File: config.mk
export PLATFORM = sky130hd
export DESIGN_NAME = branch_predictor
export DESIGN_NICKNAME = d
export VERILOG_FILES = /design/src/rtl/branch_predictor_pkg.sv /design/src/rtl/branch_predictor_sat_counter.sv /design/src/rtl/branch_predictor.sv
export SDC_FILE = /design/constraint.sdc
export NUM_CORES = 2
export LEC_CHECK = 0
export CORE_AREA = 2 2 503 605
export DETAILED_ROUTE_END_ITERATION = 12
export DIE_AREA = 0 0 505 607
export PLACE_DENSITY_LB_ADDON = 0.15
export SYNTH_ARGS = -nofsm -noshare
export SYNTH_HDL_FRONTEND = slang
export SYNTH_SLANG_ARGS = --single-unit
File: constraint.sdc
create_clock -name clk_i -period 13 [get_ports clk_i]
set_input_delay 3.9 -clock clk_i [delete_from_list [all_inputs] [get_ports clk_i]]
set_output_delay 3.9 -clock clk_i [all_outputs]
set_load 0.02 [all_outputs]
File: src/rtl/branch_predictor_pkg.sv
// -----------------------------------------------------------------------------
// branch_predictor_pkg
//   Shared configuration for the dynamic branch predictor: default PC width,
//   table depth, direction-counter width and the logical layout of one branch
//   target buffer entry.
// -----------------------------------------------------------------------------
package branch_predictor_pkg;

    localparam int BP_DATA_WIDTH = 32;
    localparam int BP_ENTRIES    = 64;
    localparam int BP_CNT_WIDTH  = 2;

    localparam int BP_IDX_W = $clog2(BP_ENTRIES);
    localparam int BP_TAG_W = BP_DATA_WIDTH - BP_IDX_W - 2;

    // One BTB entry at the default configuration.
    typedef struct packed {
        logic                     valid;
        logic [BP_TAG_W-1:0]      tag;
        logic [BP_DATA_WIDTH-1:0] target;
        logic [BP_CNT_WIDTH-1:0]  cnt;
    } bp_entry_t;

endpackage

File: src/rtl/branch_predictor_sat_counter.sv
// -----------------------------------------------------------------------------
// branch_predictor_sat_counter
//   Combinational next-value logic for a CNT_WIDTH-bit saturating up/down
//   direction counter.
//   Ports:
//     cnt_i        current counter value
//     up_i         1 = count up (taken), 0 = count down (not taken)
//     force_max_i  force the result to the maximum (unconditional jumps)
//     cnt_o        next counter value
// -----------------------------------------------------------------------------
module branch_predictor_sat_counter
    import branch_predictor_pkg::*;
#(
    parameter int CNT_WIDTH = BP_CNT_WIDTH
) (
    input  logic [CNT_WIDTH-1:0] cnt_i,
    input  logic                 up_i,
    input  logic                 force_max_i,
    output logic [CNT_WIDTH-1:0] cnt_o
);

    localparam logic [CNT_WIDTH-1:0] CNT_MAX = '1;
    localparam logic [CNT_WIDTH-1:0] CNT_MIN = '0;

    always_comb begin
        cnt_o = cnt_i;
        if (force_max_i) begin
            cnt_o = CNT_MAX;
        end else if (up_i) begin
            if (cnt_i != CNT_MAX) cnt_o = cnt_i + CNT_WIDTH'(1);
        end else begin
            if (cnt_i != CNT_MIN) cnt_o = cnt_i - CNT_WIDTH'(1);
        end
    end

endmodule

File: src/rtl/branch_predictor.sv
// -----------------------------------------------------------------------------
// branch_predictor
//   Direct-mapped branch target buffer with per-entry saturating direction
//   counters. Fetch looks up pred_pc_i combinationally; execute trains the
//   table with resolved outcomes. Also flags mispredictions and keeps
//   branch / mispredict statistics.
//   Ports:
//     clk_i, rst_ni                  clock, asynchronous active-low reset
//     pred_pc_i                      fetch PC to predict
//     pred_hit_o/taken_o/target_o    prediction (target = PC+4 unless taken)
//     upd_valid_i                    a control-flow instruction resolved
//     upd_pc_i, upd_target_i         its PC and actual target
//     upd_uncond_i, upd_taken_i      JAL/JALR flag, actual outcome
//     upd_pred_taken_i/target_i      prediction made for it at fetch
//     flush_i                        invalidate every entry
//     mispredict_o                   combinational mispredict flag
//     branch_cnt_o, mispred_cnt_o    wrapping statistics counters
// -----------------------------------------------------------------------------
module branch_predictor
    import branch_predictor_pkg::*;
#(
    parameter int DATA_WIDTH = BP_DATA_WIDTH,
    parameter int ENTRIES    = BP_ENTRIES,
    parameter int CNT_WIDTH  = BP_CNT_WIDTH
) (
    input  logic                  clk_i,
    input  logic                  rst_ni,

    input  logic [DATA_WIDTH-1:0] pred_pc_i,
    output logic                  pred_hit_o,
    output logic                  pred_taken_o,
    output logic [DATA_WIDTH-1:0] pred_target_o,

    input  logic                  upd_valid_i,
    input  logic [DATA_WIDTH-1:0] upd_pc_i,
    input  logic                  upd_uncond_i,
    input  logic                  upd_taken_i,
    input  logic [DATA_WIDTH-1:0] upd_target_i,
    input  logic                  upd_pred_taken_i,
    input  logic [DATA_WIDTH-1:0] upd_pred_target_i,

    input  logic                  flush_i,
    output logic                  mispredict_o,
    output logic [31:0]           branch_cnt_o,
    output logic [31:0]           mispred_cnt_o
);

    localparam int IDX_W = $clog2(ENTRIES);
    localparam int TAG_W = DATA_WIDTH - IDX_W - 2;

    localparam logic [CNT_WIDTH-1:0] CNT_WEAK_T  = CNT_WIDTH'(1 << (CNT_WIDTH - 1));
    localparam logic [CNT_WIDTH-1:0] CNT_WEAK_NT = CNT_WIDTH'((1 << (CNT_WIDTH - 1)) - 1);
    localparam logic [CNT_WIDTH-1:0] CNT_MAX     = '1;

    // Table state: valid and counters are reset flops, tag/target are plain
    // storage so they can map to distributed RAM.
    logic [ENTRIES-1:0]    valid_q;
    logic [CNT_WIDTH-1:0]  cnt_q [ENTRIES];
    logic [TAG_W-1:0]      tag_q [ENTRIES];
    logic [DATA_WIDTH-1:0] tgt_q [ENTRIES];

    logic [31:0] branch_cnt_q, branch_cnt_d;
    logic [31:0] mispred_cnt_q, mispred_cnt_d;

    // PC bits [1:0] never carry index or tag information.
    logic unused_pc_bits;
    assign unused_pc_bits = ^{pred_pc_i[1:0], upd_pc_i[1:0]};

    // ---------------- lookup (reads pre-update contents) ----------------
    logic [IDX_W-1:0] pred_idx;
    logic [TAG_W-1:0] pred_tag;

    assign pred_idx      = pred_pc_i[IDX_W+1:2];
    assign pred_tag      = pred_pc_i[DATA_WIDTH-1:IDX_W+2];
    assign pred_hit_o    = valid_q[pred_idx] && (tag_q[pred_idx] == pred_tag);
    assign pred_taken_o  = pred_hit_o && cnt_q[pred_idx][CNT_WIDTH-1];
    assign pred_target_o = pred_taken_o ? tgt_q[pred_idx] : (pred_pc_i + DATA_WIDTH'(4));

    // ---------------- misprediction ----------------
    assign mispredict_o = upd_valid_i &&
                          ((upd_taken_i != upd_pred_taken_i) ||
                           (upd_taken_i && (upd_target_i != upd_pred_target_i)));

    // ---------------- update ----------------
    logic [IDX_W-1:0]     upd_idx;
    logic [TAG_W-1:0]     upd_tag;
    logic                 upd_hit;
    logic                 upd_eff_taken;
    logic                 upd_cnt_we;
    logic                 upd_tgt_we;
    logic [CNT_WIDTH-1:0] hit_cnt_nxt;
    logic [CNT_WIDTH-1:0] upd_cnt_nxt;

    assign upd_idx = upd_pc_i[IDX_W+1:2];
    assign upd_tag = upd_pc_i[DATA_WIDTH-1:IDX_W+2];
    assign upd_hit = valid_q[upd_idx] && (tag_q[upd_idx] == upd_tag);

    // A not-taken unconditional jump cannot happen; treat it as taken.
    assign upd_eff_taken = upd_taken_i | upd_uncond_i;

    // Flush suppresses any same-cycle training or allocation.
    assign upd_cnt_we = upd_valid_i && !flush_i && (upd_hit || upd_eff_taken);
    assign upd_tgt_we = upd_valid_i && !flush_i && upd_eff_taken;

    branch_predictor_sat_counter #(
        .CNT_WIDTH (CNT_WIDTH)
    ) u_sat_counter (
        .cnt_i       (cnt_q[upd_idx]),
        .up_i        (upd_eff_taken),
        .force_max_i (upd_uncond_i),
        .cnt_o       (hit_cnt_nxt)
    );

    // A fresh allocation starts weakly taken unless it is a jump.
    always_comb begin
        upd_cnt_nxt = hit_cnt_nxt;
        if (!upd_hit) upd_cnt_nxt = upd_uncond_i ? CNT_MAX : CNT_WEAK_T;
    end

    always_ff @(posedge clk_i or negedge rst_ni) begin
        if (!rst_ni) begin
            valid_q <= '0;
            for (int i = 0; i < ENTRIES; i++) cnt_q[i] <= CNT_WEAK_NT;
        end else if (flush_i) begin
            valid_q <= '0;
        end else if (upd_cnt_we) begin
            valid_q[upd_idx] <= 1'b1;
            cnt_q[upd_idx]   <= upd_cnt_nxt;
        end
    end

    // Gated by rst_ni so an update coinciding with reset leaves no partial
    // entry behind.
    always_ff @(posedge clk_i) begin
        if (rst_ni && upd_tgt_we) begin
            tag_q[upd_idx] <= upd_tag;
            tgt_q[upd_idx] <= upd_target_i;
        end
    end

    // ---------------- statistics ----------------
    always_comb begin
        branch_cnt_d  = branch_cnt_q;
        mispred_cnt_d = mispred_cnt_q;
        if (upd_valid_i)  branch_cnt_d  = branch_cnt_q + 32'd1;
        if (mispredict_o) mispred_cnt_d = mispred_cnt_q + 32'd1;
    end

    always_ff @(posedge clk_i or negedge rst_ni) begin
        if (!rst_ni) begin
            branch_cnt_q  <= '0;
            mispred_cnt_q <= '0;
        end else begin
            branch_cnt_q  <= branch_cnt_d;
            mispred_cnt_q <= mispred_cnt_d;
        end
    end

    assign branch_cnt_o  = branch_cnt_q;
    assign mispred_cnt_o = mispred_cnt_q;

endmodule

==> out/metrics.csv <==
metric;value;unit
hp-class;reg2reg;
drv_cap;3;
root_buffer;clkbuf_16;
r2r_start;tag_q[60][16];
final_cell_mix;edfxtp_1, mux4_2, mux2i_1;
critPathLaunchType;primary input;
ant_nets;0;
endpoint;pred_target_o[17];
finalWirelength;584000;um
synth_fp_nets;8607;
post_cts_buffers;0;
run_status;complete, but fails checks;
critPathLaunch;pred_pc_i[4];
cts.clk_slew.worst_paths;0.06;ns
m1WireLength;196000;um
grt_overflow;0;
min_from;branch_cnt_o[31];
met2_length;263000;um
first_iter_violations;17581;
syn-mean-instance-area;19.5;um2
initial_core_util;54.8;%
pre_cts_ws;0.291;ns
powerDensity;144;mW/mm2
ys_warn_count;0;
ioPinCount;234;
setup_slack;0.0396;ns
p_leak;60.7;nW
r2r_slack;7.41;ns
num_rows;221;
port_buffers;231;
ys_types;89;
grt.total_usage;37.7;%
critical_path_class;in2out;
cts.sink_count;3840;
yosysTopAreaCell;edfxtp_1;
min_period;12.96;ns
seq_area_frac_synth;69.2;%
vias;99746;
core_area;0.301;mm2
synthCells;8469;
gp_congestion;0.936;
setup_viol;0;
skew;0.0646;ns
clock.fmax;77.2;MHz
grt_pass1_wl;790000;um
violations;capacitance limit, slew limit;
post_cts_resize_count;0;
grt_pass1_vias;96471;
cts_made_buffers;381;
drive_gt1_share;27.7;%
cts_tree;yes;
required;9.10;ns
final_max_slew_viol_count;22;
cts_max_level;5;
holdBufCountCts;0;
cts_buffer_depth;4;
async_flop_share;6.67;%
fin_setup_tns;0;ns
rsz0062_at_grt;false;
firstDrtPassIters;9;
hpwl;323000;um
final_common_cell;edfxtp_1;
slew_headroom;-14.0;%
syn_to_final_growth;13.0;%
path_max_fanout;35;
dieArea;0.307;mm2
grt_max_degree;166;
antenna_found_initial;49;
hold_viol_final;0;
die_h;607;um
yosys-top-cells-area;edfxtp_1, mux4_2, dfrtp_1, mux2i_1, a22oi_1;
wl_met3;78600;um
r2r_cells;10;
fin_crit_sh;99.7;%
vias_per_cell;7.56;
clock_latency;0.96;ns
synth_ff_type;edfxtp_1;
wl_per_cell;44.2;um
synth_edf_count;3584;
layout.nets;8988;
cp-end-kind;output port;
irDropWorstVdd;0.126;mV
cp.arrival;9.06;ns
worst_pin_slew;1.69;ns
syn_area;0.165;mm2
ys_ff_latch;3840;
yosysTopAreaCellShare;65.3;%
drc_errors;0;
die_x;505;um
highest_layer;met5;
r2r_end;cnt_q[13];
## worst max-delay path, stage by stage
cell and delay, ns:
buf_8 0.39, clkinv_2 0.21, buf_12 0.24, nand2_1 0.74, o22ai_1 0.21, or3_1 0.35
a221oi_1 0.45, buf_4 0.19, a22o_1 0.30, nand2_1 0.13, and4b_1 0.26, nand4b_1 0.19
buf_12 0.23, mux2_1 0.43, buf_12 0.16, clkdlybuf4s50_1 0.53
## cell type report
type / instances / area, um2
Antenna cell: 32 / 80.1
Clock buffer: 473 / 10100
Clock inverter: 214 / 2320
Fill cell: 20997 / 115000
Inverter: 58 / 235
Multi-Input combinational cell: 3923 / 48200
Sequential cell: 3840 / 114000
Tap cell: 4014 / 5020
Timing Repair Buffer: 646 / 6210
## cells in the mapped netlist, types with 15 or more instances
| cell | n |
|---|---|
| dfstp_2 | 64 |
| o22ai_1 | 160 |
| nor2_1 | 151 |
| nand4_1 | 96 |
| a211oi_1 | 19 |
| edfxtp_1 | 3584 |
| nor4_1 | 34 |
| o32ai_1 | 32 |
| nand2b_1 | 25 |
| a22o_1 | 89 |
| mux2i_1 | 400 |
| o22a_1 | 32 |
| buf_4 | 36 |
| a221oi_1 | 133 |
| buf_6 | 18 |
| nor3_1 | 22 |
| o21ai_0 | 69 |
| xor2_1 | 72 |
| o2bb2ai_1 | 28 |
| mux4_2 | 1206 |
| clkbuf_1 | 269 |
| buf_1 | 56 |
| a221o_1 | 83 |
| inv_1 | 50 |
| o221ai_1 | 17 |
| a21oi_1 | 213 |
| buf_2 | 268 |
| nand3b_1 | 15 |
| nand2_1 | 184 |
| mux2_2 | 88 |
| nor2b_1 | 15 |
| a22oi_1 | 235 |
| mux2_1 | 34 |
| a31oi_1 | 30 |
| nand3_1 | 71 |
| dfrtp_1 | 192 |
| xnor2_1 | 94 |
| o31ai_1 | 22 |
| and3_1 | 32 |
## sequential cells by signal, indices dropped and copies added, names as in the netlist
register / cells
tgt_q: 2048
tag_q: 1536
cnt_q: 128
valid_q: 64
branch_cnt_o: 32
mispred_cnt_o: 32
## cell families (layout without fill, tap and decap cells)
group,count (synthesis),count (layout),share of synthesized area [%]
xor+xnor,166,166,0.882
simple gates,764,764,2.53
other cells,0,32,0
buf+inv,706,1391,1.98
fa+ha+maj,4,4,0.0288
mux,1728,1728,19.7
flops,3840,3840,69.2
compound gates,1261,1261,5.63
## per-layer routing
| layer | vias to the layer above | track usage (%) |
|---|---|---|
| met1 | 52063 | 48.9 |
| li1 | 36939 | - |
| met2 | 8651 | 56.5 |
| met4 | 32 | 24.7 |
| met3 | 2061 | 10.1 |
| met5 | - | 0.0312 |
## how the worst min path moves through the flow
| stage | endpoint | depth (start not counted) | slack, ns |
|---|---|---|---|
| after CTS | branch_cnt_o[31] | 1 | 0.49 |
| final | branch_cnt_o[31] | 1 | 0.48 |
| after detailed placement | branch_cnt_o[31] | 1 | 0.47 |
| after floorplan | valid_q[47] | 1 | 0.47 |
| after global routing | branch_cnt_o[31] | 1 | 0.49 |
| after global placement | branch_cnt_o[31] | 1 | 0.47 |
## metrics by stage
step	instances	cell area (um2)	power (W)	utilization [%]	hold WS (ns)
3_3_place_gp	12481	174000	0.0159	57.8	0.470
6_report	13200	186000	0.0269	61.9	0.481
3_5_place_dp	12481	174000	0.0159	57.8	0.472
2_1_floorplan	8469	165000	0.0150	-	0.467
4_1_cts	13168	186000	0.0269	61.9	0.487
5_1_grt	13180	186000	0.0275	61.9	0.493
## power breakdown
part           total (W)  internal, W  leakage (nW)  switching [W]
registers         0.0137       0.0136          35.5      0.0000686
logic            0.00204     0.000782          19.2        0.00126
clock network     0.0112      0.00644          6.05        0.00475
(Power assumes the default switching activity.)
